==> src/rtl/universal_shift_register.sv <==
// WIDTH-bit universal shift register: hold / shift right / shift left / parallel load,
// with a saturating shift counter. Define USR_ROTATE_EN to let rot recirculate the exiting bit.
module universal_shift_register #(
   parameter int WIDTH = 8,
   localparam int CNT_W = $clog2(WIDTH + 1)
) (
   input  logic             clk,
   input  logic             reset,
   input  logic             n_clr,
   input  logic             en,
   input  logic [1:0]       mode,
   input  logic [WIDTH-1:0] d,
   input  logic             si_r,
   input  logic             si_l,
   input  logic             rot,
   output logic [WIDTH-1:0] q,
   output logic [WIDTH-1:0] q_bar,
   output logic             so_r,
   output logic             so_l,
   output logic             done
);

   localparam logic [1:0] MODE_HOLD = 2'b00;
   localparam logic [1:0] MODE_SHR  = 2'b01;
   localparam logic [1:0] MODE_SHL  = 2'b10;
   localparam logic [1:0] MODE_LOAD = 2'b11;

   localparam logic [CNT_W-1:0] CNT_MAX = CNT_W'(WIDTH);

   logic [CNT_W-1:0] cnt;
   logic             in_r;
   logic             in_l;
   logic             is_shift;

`ifdef USR_ROTATE_EN
   assign in_r = rot ? q[0]       : si_r;
   assign in_l = rot ? q[WIDTH-1] : si_l;
`else
   logic unused_rot;
   assign unused_rot = rot;
   assign in_r       = si_r;
   assign in_l       = si_l;
`endif

   assign is_shift = (mode == MODE_SHR) || (mode == MODE_SHL);

   always_ff @(posedge clk) begin
      if (reset || !n_clr) begin
         q    <= '0;
         cnt  <= '0;
         done <= 1'b0;
      end else if (en) begin
         case (mode)
            MODE_SHR:  q <= {in_r, q[WIDTH-1:1]};
            MODE_SHL:  q <= {q[WIDTH-2:0], in_l};
            MODE_LOAD: q <= d;
            default:   q <= q;
         endcase

         // Load restarts the count even if this edge would have completed it.
         if (mode == MODE_LOAD) begin
            cnt  <= '0;
            done <= 1'b0;
         end else if (is_shift && (cnt != CNT_MAX)) begin
            cnt <= cnt + 1'b1;
            if (cnt == CNT_MAX - 1'b1)
               done <= 1'b1;
         end
      end
   end

   assign q_bar = ~q;
   assign so_r  = q[0];
   assign so_l  = q[WIDTH-1];

endmodule

==> config.mk <==
export PLATFORM = sky130hd
export DESIGN_NAME = universal_shift_register
export DESIGN_NICKNAME = d
export VERILOG_FILES = /design/src/rtl/universal_shift_register.sv
export SDC_FILE = /design/constraint.sdc
export NUM_CORES = 1
export LEC_CHECK = 0
export BUFFER_PORTS_ARGS = -buffer_cell sky130_fd_sc_hd__buf_2
export CAP_MARGIN = 20
export CORE_MARGIN = 1
export CORE_UTILIZATION = 48
export DETAILED_ROUTE_END_ITERATION = 10
export GPL_TIMING_DRIVEN = 0
export PLACE_DENSITY = 0.83
export SYNTH_ARGS = -nofsm -noshare
export SYNTH_HDL_FRONTEND = slang
export SYNTH_SLANG_ARGS = --single-unit
==> constraint.sdc <==
create_clock -name clk -period 3.4 [get_ports clk]
set_clock_uncertainty 0.1 [all_clocks]
set_input_delay 0.68 -clock clk [delete_from_list [all_inputs] [get_ports clk]]
set_output_delay 0.68 -clock clk [all_outputs]
set_load 0.02 [all_outputs]
== Yosys cells after proc, flatten, opt, wreduce, memory -nomap -nowiden ==
Index checks and enable logic that the tools add are counted.

* Flip-flop bits (word level): 13
* Bits of input ports: 17
* Output and inout port bits: 19
* Word-level logic and storage cells: 26

* $add $sub $neg: 1
* Equal/unequal tests: 5
* Multiplexer cells: 6
* Bitwise logic cells: 1
* Reduce and logical (&&, ||, !) cells: 10

{| class="wikitable"
|+ Operators by type and width
! cell !! count
|-
| 8-bit case mux with 3 select lines || 1
|-
| 4-bit two-way mux || 2
|-
| 8-bit inverter || 1
|-
| 4-bit by 1-bit adder with 4-bit output (second input constant) || 1
|-
| 2-bit equality test (second input constant) || 2
|-
| 4-bit by 3-bit equality test with 1-bit output (second input constant) || 1
|-
| 4-bit inequality test (second input constant) || 1
|-
| 2-bit AND reduction || 2
|-
| 2-bit nonzero test || 2
|-
| 1-bit two-way mux || 3
|-
| 3-bit AND reduction || 1
|-
| 3-bit nonzero test || 1
|-
| 2-bit by 1-bit equality test with 1-bit output (second input constant) || 1
|-
| 1-bit logical OR || 2
|-
| 1-bit logical AND || 1
|-
| 1-bit zero test || 1
|}

== Depth between registers and ports, before layout ==
Gate-level depths: netlist of the first run.

* Word-level depth: 5
* Gate-level depth with buffers: 6

== Worst setup path before layout of the first run ==
OpenSTA, ideal clock, no wires.

* Kind: input-to-reg
* Start: input mode[0]
* End: register cnt[2]
* Arrival: 1.700 ns
* Required time: 3.230 ns
* Setup slack: 1.530 ns
* Stages on the path: 5
* Cells stage by stage: inv_1 ha_1 nand3_1 or4b_1 a21oi_1

* Cells in the longest elaborated chain, start to end: 5
* Elaborated cells on any way between the ends: 8
* Classes of those cells: eq/ne (3); mux (1); reduce/logical (4)

{| class="wikitable"
|+ Ends and longest elaborated chain
! what !! line !! RTL
|-
| start: declaration || 11 || <nowiki>input logic [1:0] mode,</nowiki>
|-
| 2-bit by 1-bit equality test with 1-bit output or 2-bit equality test (tied branches) || 45 || <nowiki>assign is_shift = (mode == MODE_SHR) || (mode == MODE_SHL);</nowiki>
|-
| 1-bit logical OR || 45 ||
|-
| 1-bit logical AND || 64 || <nowiki>end else if (is_shift && (cnt != CNT_MAX)) begin</nowiki>
|-
| 2-bit nonzero test (no line) || -- ||
|-
| 2-bit AND reduction (no line) || -- ||
|-
| end signal: assignment || 65 || <nowiki>cnt <= cnt + 1'b1;</nowiki>
|-
| end: declaration || 30 || <nowiki>logic [CNT_W-1:0] cnt;</nowiki>
|}

Several ways; a longest one is shown, not always the timed one.
A chain may end at the register's enable or synchronous reset.

== Worst setup path after layout of the first run ==
* Start: input mode[0]
* End: register q[5]

* Cells in the longest elaborated chain, start to end: 3
* Elaborated cells on any way between the ends: 6
* Classes of those cells: eq/ne (3); mux (1); reduce/logical (2)

{| class="wikitable"
|+ Ends and longest elaborated chain
! what !! line !! RTL
|-
| 2-bit by 1-bit equality test with 1-bit output or 2-bit equality test (tied branches) || 53 || <nowiki>case (mode)</nowiki>
|-
| 3-bit nonzero test (no line) || -- ||
|-
| 2-bit AND reduction (no line) || -- ||
|-
| end signal: assignment || 54 || <nowiki>MODE_SHR: q <= {in_r, q[WIDTH-1:1]};</nowiki>
|-
| end signal: assignment || 55 || <nowiki>MODE_SHL: q <= {q[WIDTH-2:0], in_l};</nowiki>
|-
| end signal: assignment || 57 || <nowiki>default: q <= q;</nowiki>
|-
| end: declaration || 16 || <nowiki>output logic [WIDTH-1:0] q,</nowiki>
|}

Several ways; a longest one is shown, not always the timed one.

==> qor.csv, run 1 <==
metric,value,unit
num_rows,13,
syn2layout_area_growth,28.9,%
dpl.cell_count,144,
postCtsResizedCells,0,
startpoint_type,input pin,
r2r_setup_slack,1.88,ns
cts_setup_buffers,0,
io_buffers,34,
register_area,260,µm²
drt_first_pass_iters,5,
grt-ovfl-total,0,
cts_tree,done,
tns,0,ns
dieArea,0.00172,mm²
yosysWarningCount,0,
coreArea,0.00138,mm²
die_w,41.5,µm
worst_ep_required_time,3.51,ns
syn_inst,95,
hold_path_class,reg2reg,
cts_sinks,13,
finalWeightedCongestion,0.845,
detail-route-antenna-nets,0,
fin_util,69.9,%
cts_buffer_depth,2,
cp_max_fo,9,
critPathKind,in2reg,
r2r-start,cnt[0],
dp_hpwl,1410,µm
peakVddDrop,0.000241,V
cts_root_buf,clkbuf_4,
layout.nets,156,
power_density,337,mW/mm²
seq_area_frac_synth,34.7,%
num-fill-cells,128,
setup_violations,0,
die-height,41.5,µm
grt_pass1_vias,711,
vias,820,
ys_seq_elements,13,
track_usage,22.2,%
rsz0062_at_grt,no,
outcome,finished clean,
drive_gt1_share,33.1,%
hold_viol,0,
wl_per_cell,12.5,µm
min_from,done,
initial_core_util,54.2,%
antenna_found_initial,0,
drt_iter0_drc,13,
final_cell_count_no_fill,148,
critPathLaunch,mode[0],
critical_path_arrival,1.91,ns
multi_input_area,405,µm²
io_pins,36,
path_clk_slew,0.09,ns
syn_area,749,µm²
routed_via_density,5.54,
fin_crit_sh,52.9,%
numCtsBuffers,3,
cap_violations,0,
crit_path_end_kind,register,
period_needed,1.80,ns
leakage,0.450,nW
wirelength,1850,µm
slew_violations,0,
syn-num-nets,117,
diodes,0,
syn_avg_cell_area,7.89,µm²
htreeDepth,1,
worstSkewPairLatency,0.28,ns
ctsHoldBuffers,0,
grt_max_degree,11,
synthDistinctLibCells,24,
worst_slew_pin_slew,0.492,ns
grt_pass1_wl,3000,µm
max_slew_margin,67.1,%
drcViolationCount,0,
fmax,556,MHz
==> layout by cell type, fill, tap and decap left out, types with 2 or more instances in the layout <==
master	count
a21oi_1	2
a22oi_1	8
a31oi_1	8
buf_2	38
buf_4	2
clkbuf_4	3
dfxtp_1	13
ha_1	5
inv_1	13
mux2i_1	2
nand2_1	11
nand3_1	5
nor2_1	2
o21ai_0	9
==> layout make-up <==
class	count	share of cell area (%)
Inverter	13	5.05
Multi-Input combinational cell	63	42.0
Sequential cell	13	26.9
Buffer	6	3.63
Clock buffer	3	2.33
Tap cell	15	1.94
Timing Repair Buffer	34	17.6
Clock inverter	1	0.518
==> worst paths after layout <==
path | cells after the start | endpoint
setup / recovery | 7 | q[5]
hold / removal | 1 | done
setup reg to reg | 5 | cnt[2]
hold reg to reg | 1 | done
==> critical path: stages <==
cell     delay [ns]
buf_2          0.09
inv_1          0.06
ha_1           0.19
buf_2          0.17
nor2_1         0.42
nand2_1        0.12
a31oi_1        0.18
==> metrics by stage <==
step	cell area (µm²)	hold WS (ns)	power [W]	worst slack, ns
after global routing	966	0.423	0.000339	1.50
after CTS	966	0.408	0.000326	1.60
final	966	0.400	0.000325	1.60
after floorplan	749	0.373	0.000205	1.53
after detailed placement	938	0.385	0.000230	1.34
after global placement	938	0.379	0.000228	1.35
==> layer usage <==
metal / track usage, % / wire length, µm / vias up
li1: - / - / 412
met4: 9.68 / 12 / 0
met1: 29.4 / 871 / 376
met5: 0 / 0 / -
met2: 35.9 / 860 / 30
met3: 3.04 / 102 / 2
==> cells by family after synthesis <==
family,synth area share (%)
flip-flops,34.7
AND/OR/NAND/NOR,17.5
multiplexers,2.67
AO/OA/AOI/OAI,25.5
adder cells (fa/ha/maj),8.35
buffers and inverters,11.2
==> power breakdown <==
group	switching [W]	internal, W
clock	0.0000551	0.0000436
sequential	0.00000515	0.000157
combinational	0.0000395	0.0000254
total	0.0000997	0.000225
==> sequential cells by signal (all words and copies together) (netlist names) <==
signal	flops
done	1
cnt	4
q	8
==> synthesized netlist by cell type <==
cell type   n  share of area, %
a22oi_1     8               8.0
o211a_1     1               1.3
and2b_1     1               1.0
nor4_1      1              0.84
or4b_1      1               1.3
o211ai_1    1               1.0
a31oi_1     8               6.7
nor2b_1     1              0.84
mux2i_1     2               2.7
buf_2       4               2.7
nand3b_1    1               1.0
a21oi_1     2               1.3
ha_1        5               8.3
dfxtp_1    13                35
or4_1       1               1.0
nand4_1     1              0.84
inv_1      13               6.5
a41oi_1     1               1.2
buf_4       2               2.0
o21ai_0     9               6.0
nand2b_1    1              0.84
nand3_1     5               3.3
nand2_1    11               5.5
nor2_1      2               1.0
Note: power is estimated with default switching activity, not from simulation.
==> run 2: changes to the inputs <==
--- a/config.mk
+++ b/config.mk
@@ -8,10 +8,10 @@
 export BUFFER_PORTS_ARGS = -buffer_cell sky130_fd_sc_hd__buf_2
 export CAP_MARGIN = 20
 export CORE_MARGIN = 1
-export CORE_UTILIZATION = 48
+export CORE_UTILIZATION = 40
 export DETAILED_ROUTE_END_ITERATION = 10
 export GPL_TIMING_DRIVEN = 0
-export PLACE_DENSITY = 0.83
+export PLACE_DENSITY = 0.74
 export SYNTH_ARGS = -nofsm -noshare
 export SYNTH_HDL_FRONTEND = slang
 export SYNTH_SLANG_ARGS = --single-unit
==> constraint.sdc (replaced) <==
create_clock -name clk -period 1.5 [get_ports clk]
set_clock_uncertainty 0.1 [all_clocks]
set_input_delay 0.3 -clock clk [delete_from_list [all_inputs] [get_ports clk]]
set_output_delay 0.3 -clock clk [all_outputs]
set_load 0.02 [all_outputs]
==> run 2 against run 1 <==
Against the previous run: critical path depth shrank 3; register-to-register slack lost 1.8 ns; final area grew 3.2%; clock-buffer cell count grew 1; routed wire length shrank 3.6%; combinational power grew 130%; critical path type is now reg2reg; largest cell class unchanged; largest power group unchanged.
==> qor.csv, run 2 (synthesis results as in run 1) <==
metric,value,unit,change
drcViolationCount,0,,unchanged
p_sw,0.000218,W,was 0.0000997 W
routed_via_density,5.24,,was 5.54
intPower,0.000516,W,was 0.000225 W
crit_path_end_kind,register,,unchanged
finalWeightedCongestion,0.802,,was 0.845
outcome,finished clean,,unchanged
cts_sinks,13,,unchanged
die-height,45.3,µm,was 41.5 µm
largestRegisters,"q: 8 flops, cnt: 4 flops, done: 1 flops",,unchanged
p_seq_share,49.7,%,about the same
num_rows,15,,was 13
crit_chain,ha_1 -> nand3_1 -> or4b_4 -> a21oi_2,,was buf_2 -> inv_1 -> ha_1 -> buf_2 -> nor2_1 -> nand2_1 -> a31oi_1
cap_violations,0,,unchanged
worstSkewPairLatency,0.28,ns,about the same
switching_share,29.7,%,was 30.7%
dp_hpwl,1300,µm,was 1410 µm
grt_pass1_wl,2970,µm,was 3000 µm
leakage,0.456,nW,was 0.450 nW
largest-register,q,,unchanged
fmax,692,MHz,
critPathKind,reg2reg,,was in2reg
dieArea,0.00205,mm²,was 0.00172 mm²
drt_iter0_drc,25,,was 13
initial_core_util,42.9,%,was 54.2%
max_slew_margin,68.1,%,was 67.1%
layout_commonest_cell,buf_2,,unchanged
ctsHoldBuffers,0,,unchanged
power_density,735,mW/mm²,was 337 mW/mm²
layout_common_cells,"buf_2, inv_1, nand2_1, dfxtp_1, o21ai_0",,"was buf_2, inv_1, dfxtp_1"
layout.nets,157,,was 156
vias,833,,was 820
io_pins,36,,unchanged
path_clk_slew,0.08,ns,was 0.09 ns
cts_buffer_depth,2,,unchanged
cp_max_fo,5,,was 9
setup_violations,0,,unchanged
numCtsBuffers,3,,unchanged
slew_violations,0,,unchanged
wl_per_cell,11.2,µm,was 12.5 µm
coreArea,0.00175,mm²,was 0.00138 mm²
peakVddDrop,0.000318,V,was 0.000241 V
track_usage,20.0,%,was 22.2%
syn2layout_area_growth,33.1,%,was 28.9%
critical_path_arrival,1.56,ns,was 1.91 ns
detail-route-antenna-nets,0,,unchanged
drt_first_pass_iters,4,,was 5
crit_slowest_cell,or4b_4,,was nor2_1
worst_slew_pin_slew,0.477,ns,was 0.492 ns
io_buffers,34,,unchanged
tns,0,ns,unchanged
crit_family,simple AND/OR/NAND/NOR gates,,unchanged
drive_gt1_share,35.8,%,was 33.1%
die_w,45.3,µm,was 41.5 µm
htreeDepth,1,,unchanged
clkPwrFrac,30.1,%,was 30.3%
cts_tree,done,,unchanged
critPathBufInv,0,,was 3
cts_root_buf,clkbuf_4,,unchanged
critical_path.max_stage_delay,0.49,ns,was 0.42 ns
antenna_found_initial,0,,unchanged
p_total,0.000733,W,was 0.000325 W
grt-ovfl-total,0,,unchanged
hold_path_class,in2reg,,was reg2reg
grt_max_degree,11,,unchanged
startpoint_type,register,,was input pin
pwr-share-comb,20.1,%,was 19.9%
fin_crit_sh,96.3,%,
wirelength,1780,µm,was 1850 µm
grt_pass1_vias,713,,was 711
diodes,0,,unchanged
largest_reg_flops,8,,unchanged
period_needed,1.44,ns,
hold_viol,0,,unchanged
worst_ep_required_time,1.62,ns,was 3.51 ns
==> run 2: stage by stage <==
step | utilization (%) | instances | setup slack [ns] | hold slack (ns) | instance area, µm²
final | 57.1 | 159 | 0.0555 | 0.168 | 997
after global routing | 57.1 | 159 | -0.0110 | 0.183 | 997
after CTS | 56.1 | 158 | 0.0389 | 0.165 | 978
after detailed placement | 54.5 | 154 | -0.171 | 0.391 | 951
after global placement | 54.5 | 154 | -0.159 | 0.383 | 951
after floorplan | - | 95 | 0.00997 | 0.354 | 749
==> run 2: final cells by class <==
class                   instances  area, µm²
fillers                       180        748
multi-input cells              63        413
flip-flops and latches         13        265
repair buffers                 35        178
inverters                      13       48.8
plain buffers                   6       35.0
well taps                      25       31.3
clock buffers                   4       26.3
==> run 2: final timing paths <==
check               from      to  slack (ns)  depth (start not counted)
setup / recovery  cnt[1]  cnt[2]        0.06                          4
hold / removal      si_r    q[7]        0.17                          3
setup reg to reg  cnt[1]  cnt[2]        0.06                          4
hold reg to reg     done    done        0.40                          1
==> run 2: repair_timing <==
| item | in CTS | in global routing |
|---|---|---|
| setup endpoints to repair | 1 | 1 |
| resized for setup | 1 | 4 |
| buffers inserted | 0 | 1 |
==> run 2: power groups by stage <==
stage	Sequential (W)	Clock, W	Combinational, W
floorplan	0.000383	0	0.0000810
global route	0.000367	0.000243	0.000166
finish	0.000365	0.000221	0.000147
detailed placement	0.000374	0	0.000145
global placement	0.000374	0	0.000143
CTS	0.000366	0.000226	0.000146
==> run 2: worst reg2reg max path: stages (launching register included) <==
cell,delay (ns)
dfxtp_2,0.37
ha_1,0.19
nand3_1,0.11
or4b_4,0.49
a21oi_2,0.12
==> run 2: metal layers <==
| layer | vias up | part of all wire, % | track usage, % |
|---|---|---|---|
| met5 | - | 0 | 0 |
| met4 | 0 | 1.3 | 7.88 |
| met3 | 5 | 7.3 | 6.40 |
| met2 | 34 | 49 | 33.0 |
| met1 | 377 | 43 | 24.1 |
| li1 | 417 | - | - |
==> run 3: changes to the inputs <==
--- a/config.mk
+++ b/config.mk
@@ -7,6 +7,7 @@
 export LEC_CHECK = 0
 export BUFFER_PORTS_ARGS = -buffer_cell sky130_fd_sc_hd__buf_2
 export CAP_MARGIN = 20
+export CORE_ASPECT_RATIO = 1.2
 export CORE_MARGIN = 1
 export CORE_UTILIZATION = 40
 export DETAILED_ROUTE_END_ITERATION = 10
==> run 3 against run 2 <==
Against the previous run: hold slack improved by 0.020 ns; clock power down 2%; first-iteration DRC count down 44%; worst setup slack about the same; non-clock buffer count down 1; final area shrank 2.1%; combinational power barely moved; register-to-register slack about the same; sequential share of layout area is 0.58 points higher.
==> qor.csv, run 3 (synthesis results as in run 1) <==
metric,value,unit,change
track_usage,17.2,%,was 20.0%
leakage,0.449,nW,was 0.456 nW
fin_ws,0.0560,ns,was 0.0555 ns
cts_root_buf,clkbuf_4,,unchanged
routed_via_density,5.37,,was 5.24
drt_iter0_drc,14,,was 25
io_buffers,34,,unchanged
wl_per_cell,11.6,µm,was 11.2 µm
design_area,976,µm²,was 997 µm²
htreeDepth,1,,unchanged
worstSkewPairLatency,0.27,ns,was 0.28 ns
power_density,746,mW/mm²,was 735 mW/mm²
layout_common_cells,"buf_2, inv_1, nand2_1, dfxtp_1, o21ai_0",,unchanged
grt-ovfl-total,0,,unchanged
coreArea,0.00170,mm²,was 0.00175 mm²
worst_hold_slack,0.188,ns,was 0.168 ns
cts_sinks,13,,unchanged
vias,811,,was 833
hold_viol,0,,unchanged
crit_chain,inv_1 -> ha_1 -> nand2_1 -> or4b_1 -> a21oi_1,,was ha_1 -> nand3_1 -> or4b_4 -> a21oi_2
fin_crit_sh,96.3,%,about the same
syn2layout_area_growth,30.2,%,was 33.1%
finalWeightedCongestion,0.734,,was 0.802
final_cell_count_no_fill,151,,was 159
slew_violations,0,,unchanged
hold_path_class,in2reg,,unchanged
numCtsBuffers,3,,unchanged
die-height,49.4,µm,was 45.3 µm
setup_violations,0,,unchanged
critPathKind,reg2reg,,unchanged
wirelength,1750,µm,was 1780 µm
path_clk_slew,0.08,ns,about the same
layout.nets,156,,was 157
peakVddDrop,0.000373,V,was 0.000318 V
critical_path.max_stage_delay,0.44,ns,was 0.49 ns
crit_path_end_kind,register,,unchanged
critPathBufInv,1,,was 0
ctsHoldBuffers,0,,unchanged
detail-route-antenna-nets,0,,unchanged
die_w,41.5,µm,was 45.3 µm
diodes,0,,unchanged
rsz0062_at_grt,no,,
largest-register,q,,unchanged
largest_reg_flops,8,,unchanged
drcViolationCount,0,,unchanged
grt_pass1_vias,725,,was 713
startpoint_type,register,,unchanged
dieArea,0.00205,mm²,about the same
outcome,finished clean,,unchanged
placed_cell_area,942,µm²,was 951 µm²
cp_max_fo,5,,unchanged
initial_core_util,44.0,%,was 42.9%
num-fill-cells,170,,was 180
worst_slew_pin_slew,0.333,ns,was 0.477 ns
grt_pass1_wl,2840,µm,was 2970 µm
cts_buffer_depth,2,,unchanged
crit_family,simple AND/OR/NAND/NOR gates,,unchanged
dpl.cell_count,147,,was 154
grt_max_degree,11,,unchanged
largestRegisters,"q: 8 flops, cnt: 4 flops, done: 1 flops",,unchanged
num_rows,16,,was 15
period_needed,1.44,ns,about the same
crit_slowest_cell,or4b_1,,was or4b_4
cap_violations,0,,unchanged
fmax,693,MHz,was 692 MHz
antenna_found_initial,0,,unchanged
io_pins,36,,unchanged
max_slew_margin,77.7,%,was 68.1%
critical_path_arrival,1.55,ns,was 1.56 ns
p_total,0.000728,W,was 0.000733 W
cts_tree,done,,unchanged
cts_setup_buffers,0,,unchanged
layout_commonest_cell,buf_2,,unchanged
dp_hpwl,1330,µm,was 1300 µm
place_ws,-0.222,ns,was -0.171 ns
drive_gt1_share,34.6,%,was 35.8%
worst_ep_required_time,1.61,ns,was 1.62 ns
drt_first_pass_iters,5,,was 4
-- run 3: through the flow --
step | util, % | TNS [ns]
after detailed placement | 55.4 | -1.78
after floorplan | - | 0
final | 57.4 | 0
after CTS | 57.0 | 0
after global placement | 55.4 | -1.45
after global routing | 57.4 | 0
-- run 3: where the power goes --
part / switching, W / internal [W] / leakage [nW] / total [W]
clock network: 0.000113 / 0.000103 / 0.0150 / 0.000216
logic: 0.0000892 / 0.0000581 / 0.328 / 0.000147
registers: 0.0000114 / 0.000354 / 0.107 / 0.000365
-- run 3: final timing paths --
kind,cells past startpoint,from,end,slack (ns)
worst max-delay path,5,cnt[0],cnt[2],0.06
worst min-delay path,3,si_r,q[7],0.19
worst max register to register,5,cnt[0],cnt[2],0.06
worst min register to register,1,done,done,0.41
-- run 3: worst reg2reg max path, stage by stage, from the launching register on --
cell,delay (ns)
dfxtp_4,0.37
inv_1,0.06
ha_1,0.20
nand2_1,0.08
or4b_1,0.44
a21oi_1,0.13
-- run 3: cell type report --
cell class / instances / area (µm²) / share of cell area [%]
Inverter: 13 / 48.8 / 5.00
Tap cell: 18 / 22.5 / 2.31
Buffer: 6 / 35.0 / 3.59
Clock buffer: 4 / 26.3 / 2.69
Multi-Input combinational cell: 63 / 408 / 41.8
Sequential cell: 13 / 265 / 27.2
Timing Repair Buffer: 34 / 170 / 17.4
-- run 3: layer usage --
layer	GRT usage, %	vias to the layer above	wire length [µm]
li1	-	410	-
met1	19.5	370	764
met2	31.5	31	882
met3	3.70	0	106
met4	5.38	0	0
met5	0	-	0
-- run 3: repair_timing --
| item | CTS | global route |
|---|---|---|
| pin swaps | 0 | 0 |
| gates resized for setup | 1 | 3 |
| setup endpoints to repair | 1 | 7 |
